## src/rtl/msk_gf2w_mul_hpc3_pipe_pkg.sv

```systemverilog
// Shared constants and helpers for the masked GF(2^W) HPC3 multiplier.
package msk_gf2w_mul_hpc3_pipe_pkg;

  localparam logic [4:0] POLY_GF16  = 5'h13;   // x^4 + x + 1
  localparam logic [8:0] POLY_GF256 = 9'h11B;  // AES x^8 + x^4 + x^3 + x + 1

  // Number of unordered share pairs (i < j); each pair owns one r0 and one r1 field.
  function automatic int unsigned hpc3_rnd_pairs(int unsigned d);
    return d * (d - 1) / 2;
  endfunction

  // Total randomness width: r0 fields in the low half, r1 fields in the high half.
  function automatic int unsigned hpc3_rnd_width(int unsigned w, int unsigned d);
    return w * d * (d - 1);
  endfunction

  // Field index of pair (i, j) with i < j inside one half of rnd.
  function automatic int unsigned hpc3_pair_idx(int unsigned d, int unsigned i, int unsigned j);
    return i * d - i * (i + 1) / 2 + (j - 1 - i);
  endfunction

endpackage

```

## src/rtl/msk_gf2w_mul_hpc3_pipe_gf2w_mul.sv

```systemverilog
// Combinational GF(2^W) multiplier: z = x * y mod POLY (Horner, MSB of y first).
module gf2w_mul #(
  parameter int unsigned W    = 4,
  parameter logic [W:0]  POLY = 5'h13
) (
  input  logic [W-1:0] x,
  input  logic [W-1:0] y,
  output logic [W-1:0] z
);

  logic [W:0] acc;

  // Shift-reduce-accumulate; POLY[W] is set so the reduction always clears acc[W].
  always_comb begin
    acc = '0;
    for (int i = int'(W) - 1; i >= 0; i--) begin
      acc = {acc[W-1:0], 1'b0};
      if (acc[W]) acc = acc ^ POLY;
      if (y[i]) acc[W-1:0] = acc[W-1:0] ^ x;
    end
    z = acc[W-1:0];
  end

endmodule

```

## src/rtl/msk_gf2w_mul_hpc3_pipe.sv

```systemverilog
// Masked GF(2^W) multiplier, HPC3 gadget with d shares and a valid/ready stage.
// Optional macro MSK_GFMUL_FLUSH_EN: clear U/V/A registers on an idle fire_out.
module msk_gf2w_mul_hpc3_pipe
  import msk_gf2w_mul_hpc3_pipe_pkg::*;
#(
  parameter int unsigned d    = 2,
  parameter int unsigned W    = 4,
  parameter logic [8:0]  POLY = 9'(POLY_GF16)
) (
  input  logic                   clk,
  input  logic                   rst_n,
  input  logic                   in_valid,
  output logic                   in_ready,
  input  logic [d*W-1:0]         in_a,
  input  logic [d*W-1:0]         in_b,
  input  logic [W*d*(d-1)-1:0]   rnd,
  output logic                   out_valid,
  input  logic                   out_ready,
  output logic [d*W-1:0]         out_c
);

  localparam int unsigned NP = hpc3_rnd_pairs(d);

  if (d < 2) begin : g_bad_d
    $fatal(1, "msk_gf2w_mul_hpc3_pipe: d must be >= 2");
  end
  if (W < 2 || W > 8) begin : g_bad_w
    $fatal(1, "msk_gf2w_mul_hpc3_pipe: W must be in 2..8");
  end
  if (POLY[W] == 1'b0 || (POLY >> (W + 1)) != 9'd0) begin : g_bad_poly
    $fatal(1, "msk_gf2w_mul_hpc3_pipe: POLY must have degree exactly W");
  end

  logic         accept, fire_out, out_valid_q;
  logic [W-1:0] a_q [d];
  logic [W-1:0] u_q [d][d-1];
  logic [W-1:0] v_q [d][d-1];
  logic [W-1:0] u_d [d][d-1];
  logic [W-1:0] v_d [d][d-1];
  logic [W-1:0] p   [d][d-1];
  logic [W-1:0] acc;

  assign out_valid = out_valid_q;
  assign in_ready  = !out_valid_q || out_ready;
  assign accept    = in_valid && in_ready;
  assign fire_out  = out_valid_q && out_ready;

  for (genvar gi = 0; gi < d; gi++) begin : g_share
    for (genvar gj = 0; gj < d - 1; gj++) begin : g_pair
      localparam int unsigned J  = (gj < gi) ? gj : gj + 1;
      localparam int unsigned LO = (gi < J) ? gi : J;
      localparam int unsigned HI = (gi < J) ? J : gi;
      localparam int unsigned K  = hpc3_pair_idx(d, LO, HI);

      logic [W-1:0] r0, r1, u_y, u_z;
      assign r0 = rnd[W*K +: W];
      assign r1 = rnd[W*(NP+K) +: W];

      // Only the first cross term carries the a_i*b_i product.
      if (gj == 0) begin : g_first
        assign u_y = in_b[W*gi +: W] ^ r0;
      end else begin : g_rest
        assign u_y = r0;
      end

      gf2w_mul #(.W(W), .POLY(POLY[W:0])) u_mul_u (
        .x (in_a[W*gi +: W]),
        .y (u_y),
        .z (u_z)
      );

      assign u_d[gi][gj] = u_z ^ r1;
      assign v_d[gi][gj] = in_b[W*J +: W] ^ r0;

      // Output-side product uses registered operands only.
      gf2w_mul #(.W(W), .POLY(POLY[W:0])) u_mul_o (
        .x (a_q[gi]),
        .y (v_q[gi][gj]),
        .z (p[gi][gj])
      );
    end
  end

  // Handshake state: set on accept, cleared on a fire_out without accept.
  always_ff @(posedge clk or negedge rst_n) begin
    if (!rst_n) begin
      out_valid_q <= 1'b0;
    end else if (accept) begin
      out_valid_q <= 1'b1;
    end else if (fire_out) begin
      out_valid_q <= 1'b0;
    end
  end

  // Gadget registers: load on accept, otherwise hold (or flush when enabled).
  always_ff @(posedge clk or negedge rst_n) begin
    if (!rst_n) begin
      for (int i = 0; i < int'(d); i++) begin
        a_q[i] <= '0;
        for (int j = 0; j < int'(d) - 1; j++) begin
          u_q[i][j] <= '0;
          v_q[i][j] <= '0;
        end
      end
    end else if (accept) begin
      for (int i = 0; i < int'(d); i++) begin
        a_q[i] <= in_a[W*i +: W];
        for (int j = 0; j < int'(d) - 1; j++) begin
          u_q[i][j] <= u_d[i][j];
          v_q[i][j] <= v_d[i][j];
        end
      end
`ifdef MSK_GFMUL_FLUSH_EN
    end else if (fire_out) begin
      for (int i = 0; i < int'(d); i++) begin
        a_q[i] <= '0;
        for (int j = 0; j < int'(d) - 1; j++) begin
          u_q[i][j] <= '0;
          v_q[i][j] <= '0;
        end
      end
`endif
    end
  end

  // Per-share output XOR tree, fed from registers only.
  always_comb begin
    out_c = '0;
    acc   = '0;
    for (int i = 0; i < int'(d); i++) begin
      acc = '0;
      for (int j = 0; j < int'(d) - 1; j++) begin
        acc = acc ^ u_q[i][j] ^ p[i][j];
      end
      out_c[W*i +: W] = acc;
    end
  end

endmodule

```

## config.mk

```make
export PLATFORM = sky130hd
export DESIGN_NAME = msk_gf2w_mul_hpc3_pipe
export DESIGN_NICKNAME = d
export VERILOG_FILES = /design/src/rtl/msk_gf2w_mul_hpc3_pipe_pkg.sv /design/src/rtl/msk_gf2w_mul_hpc3_pipe_gf2w_mul.sv /design/src/rtl/msk_gf2w_mul_hpc3_pipe.sv
export SDC_FILE = /design/constraint.sdc
export NUM_CORES = 1
export LEC_CHECK = 0
export CELL_PAD_IN_SITES_DETAIL_PLACEMENT = 0
export CELL_PAD_IN_SITES_GLOBAL_PLACEMENT = 2
export CORE_MARGIN = 2
export CORE_UTILIZATION = 32
export DETAILED_ROUTE_END_ITERATION = 12
export GPL_TIMING_DRIVEN = 0
export HOLD_SLACK_MARGIN = 0.03
export PLACE_DENSITY = 0.9
export REMOVE_ABC_BUFFERS = 1
export SETUP_SLACK_MARGIN = 0.02
export SYNTH_ARGS = -nofsm -noshare
export SYNTH_HDL_FRONTEND = slang
export SYNTH_SLANG_ARGS = --single-unit
```

## constraint.sdc

```tcl
create_clock -name clk -period 1.9 [get_ports clk]
set_clock_uncertainty 0.1 [all_clocks]
set_input_delay 0.38 -clock clk [delete_from_list [all_inputs] [get_ports clk]]
set_output_delay 0.38 -clock clk [all_outputs]
set_load 0.1 [all_outputs]
```

# ---- Word-level counts from Yosys, hierarchy flattened
# Cells that the tools add are included.
dict set report totals {
  out_inout_bits 10
  ff_bits 25
  word_cells 72
  inputBits 28
}
dict set report op_classes {
  reduce_logical 5
  n_bitwise 30
  n_mux 30
}
# operator n
set op_table {}
lappend op_table {{$xor 4x4->4} 18}
lappend op_table {{$mux 4} 16}
lappend op_table {{$mux 2} 12}
lappend op_table {{$not 2->2} 12}
lappend op_table {{$logic_and 1x1->1} 2}
lappend op_table {{$mux 1} 2}
lappend op_table {{$reduce_bool 2->1} 1}
lappend op_table {{$logic_not 1->1} 1}
lappend op_table {{$logic_or 1x1->1} 1}

# ---- Longest topological paths before layout
dict set report logic_depth {
  depth_word 15
  ltp_mapped 6
  depth_no_buf 5
}

# ---- Hierarchy
# Synthesis repeated with hierarchy kept, for this count alone.
dict set report unflattened {
  hier_cells 186
  hier_area_um2 2104.5
}
# mod cells_each seq_area_each_um2 instances area_each_um2
set by_module_without_submodules {}
lappend by_module_without_submodules {msk_gf2w_mul_hpc3_pipe 78 625.6 1 1253.7}
lappend by_module_without_submodules {gf2w_mul 27 0.0 4 212.7}

# ---- Worst setup path before layout
# Ideal clock, no wire load.
dict set report synth_timing {
  path_kind {reg-to-reg}
  start {register out_valid_q, in the netlist out_valid}
  end {register v_q[0] (netlist bit)}
  t_arrival_ps 2773
  required_time_ps 1664
  synth_period_minus_slack_ps 3008
  setup_ps 136
  path_slack_ps -1108
  path_stages_with_launch 6
  path_buffers 2
  cell_sequence {dfrtp_1 nand2b_1 nand2_1 clkbuf_1 clkbuf_1 o21ai_0}
}
dict set report synth_via {
  elab_chain_cells 3
}
# item line_no
set synth_rtl {}
lappend synth_rtl {{from (decl)} msk_gf2w_mul_hpc3_pipe.sv:34} ;# logic accept, fire_out, out_valid_q;
lappend synth_rtl {{from (signal assigned)} msk_gf2w_mul_hpc3_pipe.sv:87} ;# out_valid_q <= 1'b0;
lappend synth_rtl {{from (signal assigned)} msk_gf2w_mul_hpc3_pipe.sv:89} ;# out_valid_q <= 1'b1;
lappend synth_rtl {{from (signal assigned)} msk_gf2w_mul_hpc3_pipe.sv:91} ;# out_valid_q <= 1'b0;
lappend synth_rtl {{$logic_not 1->1} msk_gf2w_mul_hpc3_pipe.sv:44} ;# assign in_ready = !out_valid_q || out_ready;
lappend synth_rtl {{$logic_or 1x1->1} msk_gf2w_mul_hpc3_pipe.sv:44}
lappend synth_rtl {{net in_ready} msk_gf2w_mul_hpc3_pipe.sv:13} ;# output logic in_ready,
lappend synth_rtl {{$logic_and 1x1->1} msk_gf2w_mul_hpc3_pipe.sv:45} ;# assign accept = in_valid && in_ready;
lappend synth_rtl {{to (signal, indexed assignment)} msk_gf2w_mul_hpc3_pipe.sv:110} ;# v_q[i][j] <= v_d[i][j];
lappend synth_rtl {{to (decl)} msk_gf2w_mul_hpc3_pipe.sv:37} ;# logic [W-1:0] v_q [d][d-1];
# The timed path passes the listed nets, and every way through them passes these cells.
# A chain may end at the register's enable or synchronous reset.

# ---- Final worst setup path
dict set report layout_timing {
  start {register a_q[6] (netlist bit)}
  end {output out_c[1]}
}
dict set report layout_via {
  elab_chain_cells 11
}
# item line_no
set layout_rtl {}
lappend layout_rtl {{from (decl)} msk_gf2w_mul_hpc3_pipe.sv:35} ;# logic [W-1:0] a_q [d];
lappend layout_rtl {{from (signal, indexed assignment)} msk_gf2w_mul_hpc3_pipe.sv:107} ;# a_q[i] <= in_a[W*i +: W];
lappend layout_rtl {{$mux 4} msk_gf2w_mul_hpc3_pipe_gf2w_mul.sv:19} ;# if (y[i]) acc[W-1:0] = acc[W-1:0] ^ x;
lappend layout_rtl {{$xor 4x4->4} msk_gf2w_mul_hpc3_pipe_gf2w_mul.sv:19}
lappend layout_rtl {{$mux 4 (*)} msk_gf2w_mul_hpc3_pipe_gf2w_mul.sv:19}
lappend layout_rtl {{$mux 2} msk_gf2w_mul_hpc3_pipe_gf2w_mul.sv:18} ;# if (acc[W]) acc = acc ^ POLY;
lappend layout_rtl {{$xor 4x4->4} msk_gf2w_mul_hpc3_pipe_gf2w_mul.sv:19}
lappend layout_rtl {{$mux 4 (*)} msk_gf2w_mul_hpc3_pipe_gf2w_mul.sv:19}
lappend layout_rtl {{$not 2->2 (no line)} -}
lappend layout_rtl {{$mux 2 (*)} msk_gf2w_mul_hpc3_pipe_gf2w_mul.sv:18}
lappend layout_rtl {{$xor 4x4->4} msk_gf2w_mul_hpc3_pipe_gf2w_mul.sv:19}
lappend layout_rtl {{$mux 4 (*)} msk_gf2w_mul_hpc3_pipe_gf2w_mul.sv:19}
lappend layout_rtl {{$xor 4x4->4 (*)} msk_gf2w_mul_hpc3_pipe.sv:133} ;# acc = acc ^ u_q[i][j] ^ p[i][j];
lappend layout_rtl {{to (decl)} msk_gf2w_mul_hpc3_pipe.sv:19} ;# output logic [d*W-1:0] out_c
# Every way passes the cells marked *; elsewhere a longest branch is shown, timed or not.

==> results.cfg <==
[power]
p_leak_nw = 1.43
clock_power_share_pct = 8.1
ir_drop_uv = 1480
pwr-share-seq_pct = 19.5
power.internal_mw = 1.84
sw_frac_of_total_pct = 54.5
switchingPower_mw = 2.20
p_total_mw = 4.04
pwr-share-comb_pct = 72.3
power.density_nw_per_um2 = 1290

[place]
placed_cells = 342
place_congestion = 0.763
placed_area_um2 = 2560
io_buffers = 37
dp_hpwl_mm = 3.62

[worst_setup_path]
worstPathRequired_ns = 1.42
worstReg2RegEnd = a_q[5]
r2r_slack_ns = 0.45
path_max_fanout = 5
crit_path_end = out_c[1]
start_kind = flop
endpoint_kind = output pin
crit_arrival_ns = 1.69
r2r_cells = 3
worstSetupStartpoint = a_q[6]
crit_type = reg2out
crit-reg2reg-launch = out_valid

[finish]
n_antenna_cell = 0
drive_gt1_share_pct = 38.3
layout.nets = 332
multi_input_area_um2 = 1690
syn_to_final_growth_pct = 46.4
fill_cells = 631
finalNonFillerCells = 380
post-route-cell-area_um2 = 3120
final-seq-area_um2 = 642

[logic_synthesis]
synth.avg_cell_area_um2 = 8.96
synth_cells = 238
synthFlopType = dfrtp_1
ys_seq_area_share_pct = 29.3
synth_warnings = 0
ys_seq_elements = 25
synth.distinct_cells = 35
syn_area_um2 = 2130
ys_async_sr_fraction_pct = 100
synth-edff-count = 0

[timing]
worst_slack_ns = -0.271
hold_ws_ns = 0.416
fin_crit_sh_pct = 114
tightestPinTransition_ns = 1.14
hold_viol_final = 0
slew_headroom_pct = 23.9
slew_viol_final = 0
setup_viol = 8
fin_crit_ns = 2.17
rsz0062_at_grt = true
fmax_ghz = 0.461

[routing]
num_vias = 1796
routed_wl_mm = 5.14
firstDrtPassIters = 4
drcViolationCount = 0
drt_first_iter_violations = 75
avgRoutedWirePerCell_um = 13.5
ant_nets = 0
vias_per_cell = 4.73

[clocking]
cts_max_path_buffers = 2
cts_buffers = 3
clk-insertion-delay-late_ns = 0.27
clk_pin_slew_ns = 0.09
clock-sinks = 25
cts_tree = built
h-tree-depth = 1
root_buffer = clkbuf_8

[floorplanning]
dieArea_um2 = 7330
die_height_um = 85.6
start_util_pct = 33.4
io-pin-count = 38
num_rows = 29
core-area_um2 = 6390
chipWidth_um = 85.6

[global_routing]
grt_usage_pct = 14.3
grt_pass1_vias = 1725
grt_pass1_wl_mm = 8.45
antenna_found_initial = 0
overflow = 0
grt_max_degree = 39

[outcome]
violations = setup timing
status = finished with violations

[job]
cap_viol_max_count = 0

[min_path]
hold_path_class = reg2reg
## timing repair
item,4_1_cts,5_1_grt
setup buffers,26,8
gates resized for setup,111,42
pin swaps,23,27
cloned,0,0
endpoints found under the hold margin,0,0
hold buffers,0,0
setup endpoints to repair,34,15
## how the worst min path moves through the flow
stage / start / endpoint / slack [ns] / cells after the start
finish: u_q[4] / u_q[4] / 0.42 / 2
global route: u_q[7] / u_q[7] / 0.46 / 2
CTS: u_q[7] / u_q[7] / 0.42 / 2
detailed placement: u_q[7] / u_q[7] / 0.40 / 2
global placement: u_q[7] / u_q[7] / 0.39 / 2
floorplan: rst_n / a_q[0] / -0.02 / 0
## power groups by stage
stage	Combinational [mW]	Clock, mW	Sequential [mW]
6_report	2.92	0.328	0.790
5_1_grt	3.07	0.358	0.809
4_1_cts	2.82	0.333	0.774
3_5_place_dp	2.48	0	0.790
3_3_place_gp	2.47	0	0.787
2_1_floorplan	1.94	0	0.754
## flip-flops by register name, indices dropped and copies added, names as in the netlist
| register | flops |
|---|---|
| a_q | 8 |
| out_valid | 1 |
| u_q | 8 |
| v_q | 8 |
## cell usage after synthesis, drive strengths merged (3+ instances only)
master	count	area (µm²)
xnor2	36	334
nor2	7	26.3
xnor3	9	205
dfrtp	25	626
a21oi	3	15.0
nand2b	6	37.5
clkbuf	10	38.8
xor2	21	206
mux2	10	113
o21ai	18	90.1
nand2	66	250
o211ai	3	22.5
## placed cells by master, fill, tap and decap left out, types with 2 or more instances in the layout
| master | instances |
|---|---|
| a32oi_2 | 2 |
| a21oi_1 | 3 |
| clkdlybuf4s50_1 | 8 |
| o211ai_1 | 3 |
| xor2_1 | 10 |
| o21ai_2 | 2 |
| nor2_1 | 7 |
| mux2_2 | 8 |
| buf_4 | 32 |
| clkdlybuf4s15_2 | 2 |
| nand3_1 | 2 |
| inv_1 | 2 |
| clkbuf_8 | 3 |
| mux2i_1 | 2 |
| nand2_1 | 54 |
| nor2b_1 | 2 |
| xor2_2 | 10 |
| dfrtp_1 | 12 |
| nand2b_1 | 4 |
| buf_6 | 11 |
| o21ai_0 | 9 |
| mux2_4 | 2 |
| o21ai_1 | 7 |
| xnor3_2 | 2 |
| o31ai_1 | 2 |
| dlymetal6s2s_1 | 5 |
| nor3_1 | 2 |
| xnor2_1 | 25 |
| nand2_2 | 9 |
| nand2_4 | 3 |
| dfrtp_2 | 13 |
| xnor2_2 | 10 |
| dlygate4sd2_1 | 10 |
| xnor3_1 | 7 |
## critical path: stages, from the launching register on
cell,delay (ns)
dfrtp_1,0.42
nand2_1,0.12
xnor2_2,0.15
xnor2_1,0.17
xnor2_1,0.15
xnor2_1,0.16
buf_6,0.25
## per-stage QoR
stage	utilization [%]	worst slack, ns	TNS, ns
floorplan	-	-1.44	-38.86
global placement	40.1	-0.936	-20.70
detailed placement	40.1	-0.937	-21.19
CTS	45.9	-0.273	-1.87
global route	48.9	-0.399	-2.48
finish	48.9	-0.271	-1.73
## per-layer routing
layer	track usage [%]	wire, µm	vias up
met2	23.7	2560	19
met5	0	0	-
met4	3.46	38	0
li1	-	-	906
met1	20.6	2470	869
met3	0.674	71	2
## cell type report
class | instances | share of cell area [%]
clock buffer | 3 | 1.32
clock inverter | 1 | 0.241
inverter | 2 | 0.241
multi-input combinational | 201 | 54.1
sequential | 25 | 20.6
tap | 77 | 3.09
timing repair buffer | 71 | 20.4
## cells by family (layout without fill, tap and decap cells)
group	Yosys count	in the layout	synth area share, %
buf+inv	12	77	2.17
mux	12	12	6.22
simple gates	89	89	17.7
flops	25	25	29.3
compound gates	34	34	9.63
xor+xnor	66	66	35.0
No activity file was read; power rests on OpenSTA's default activity.
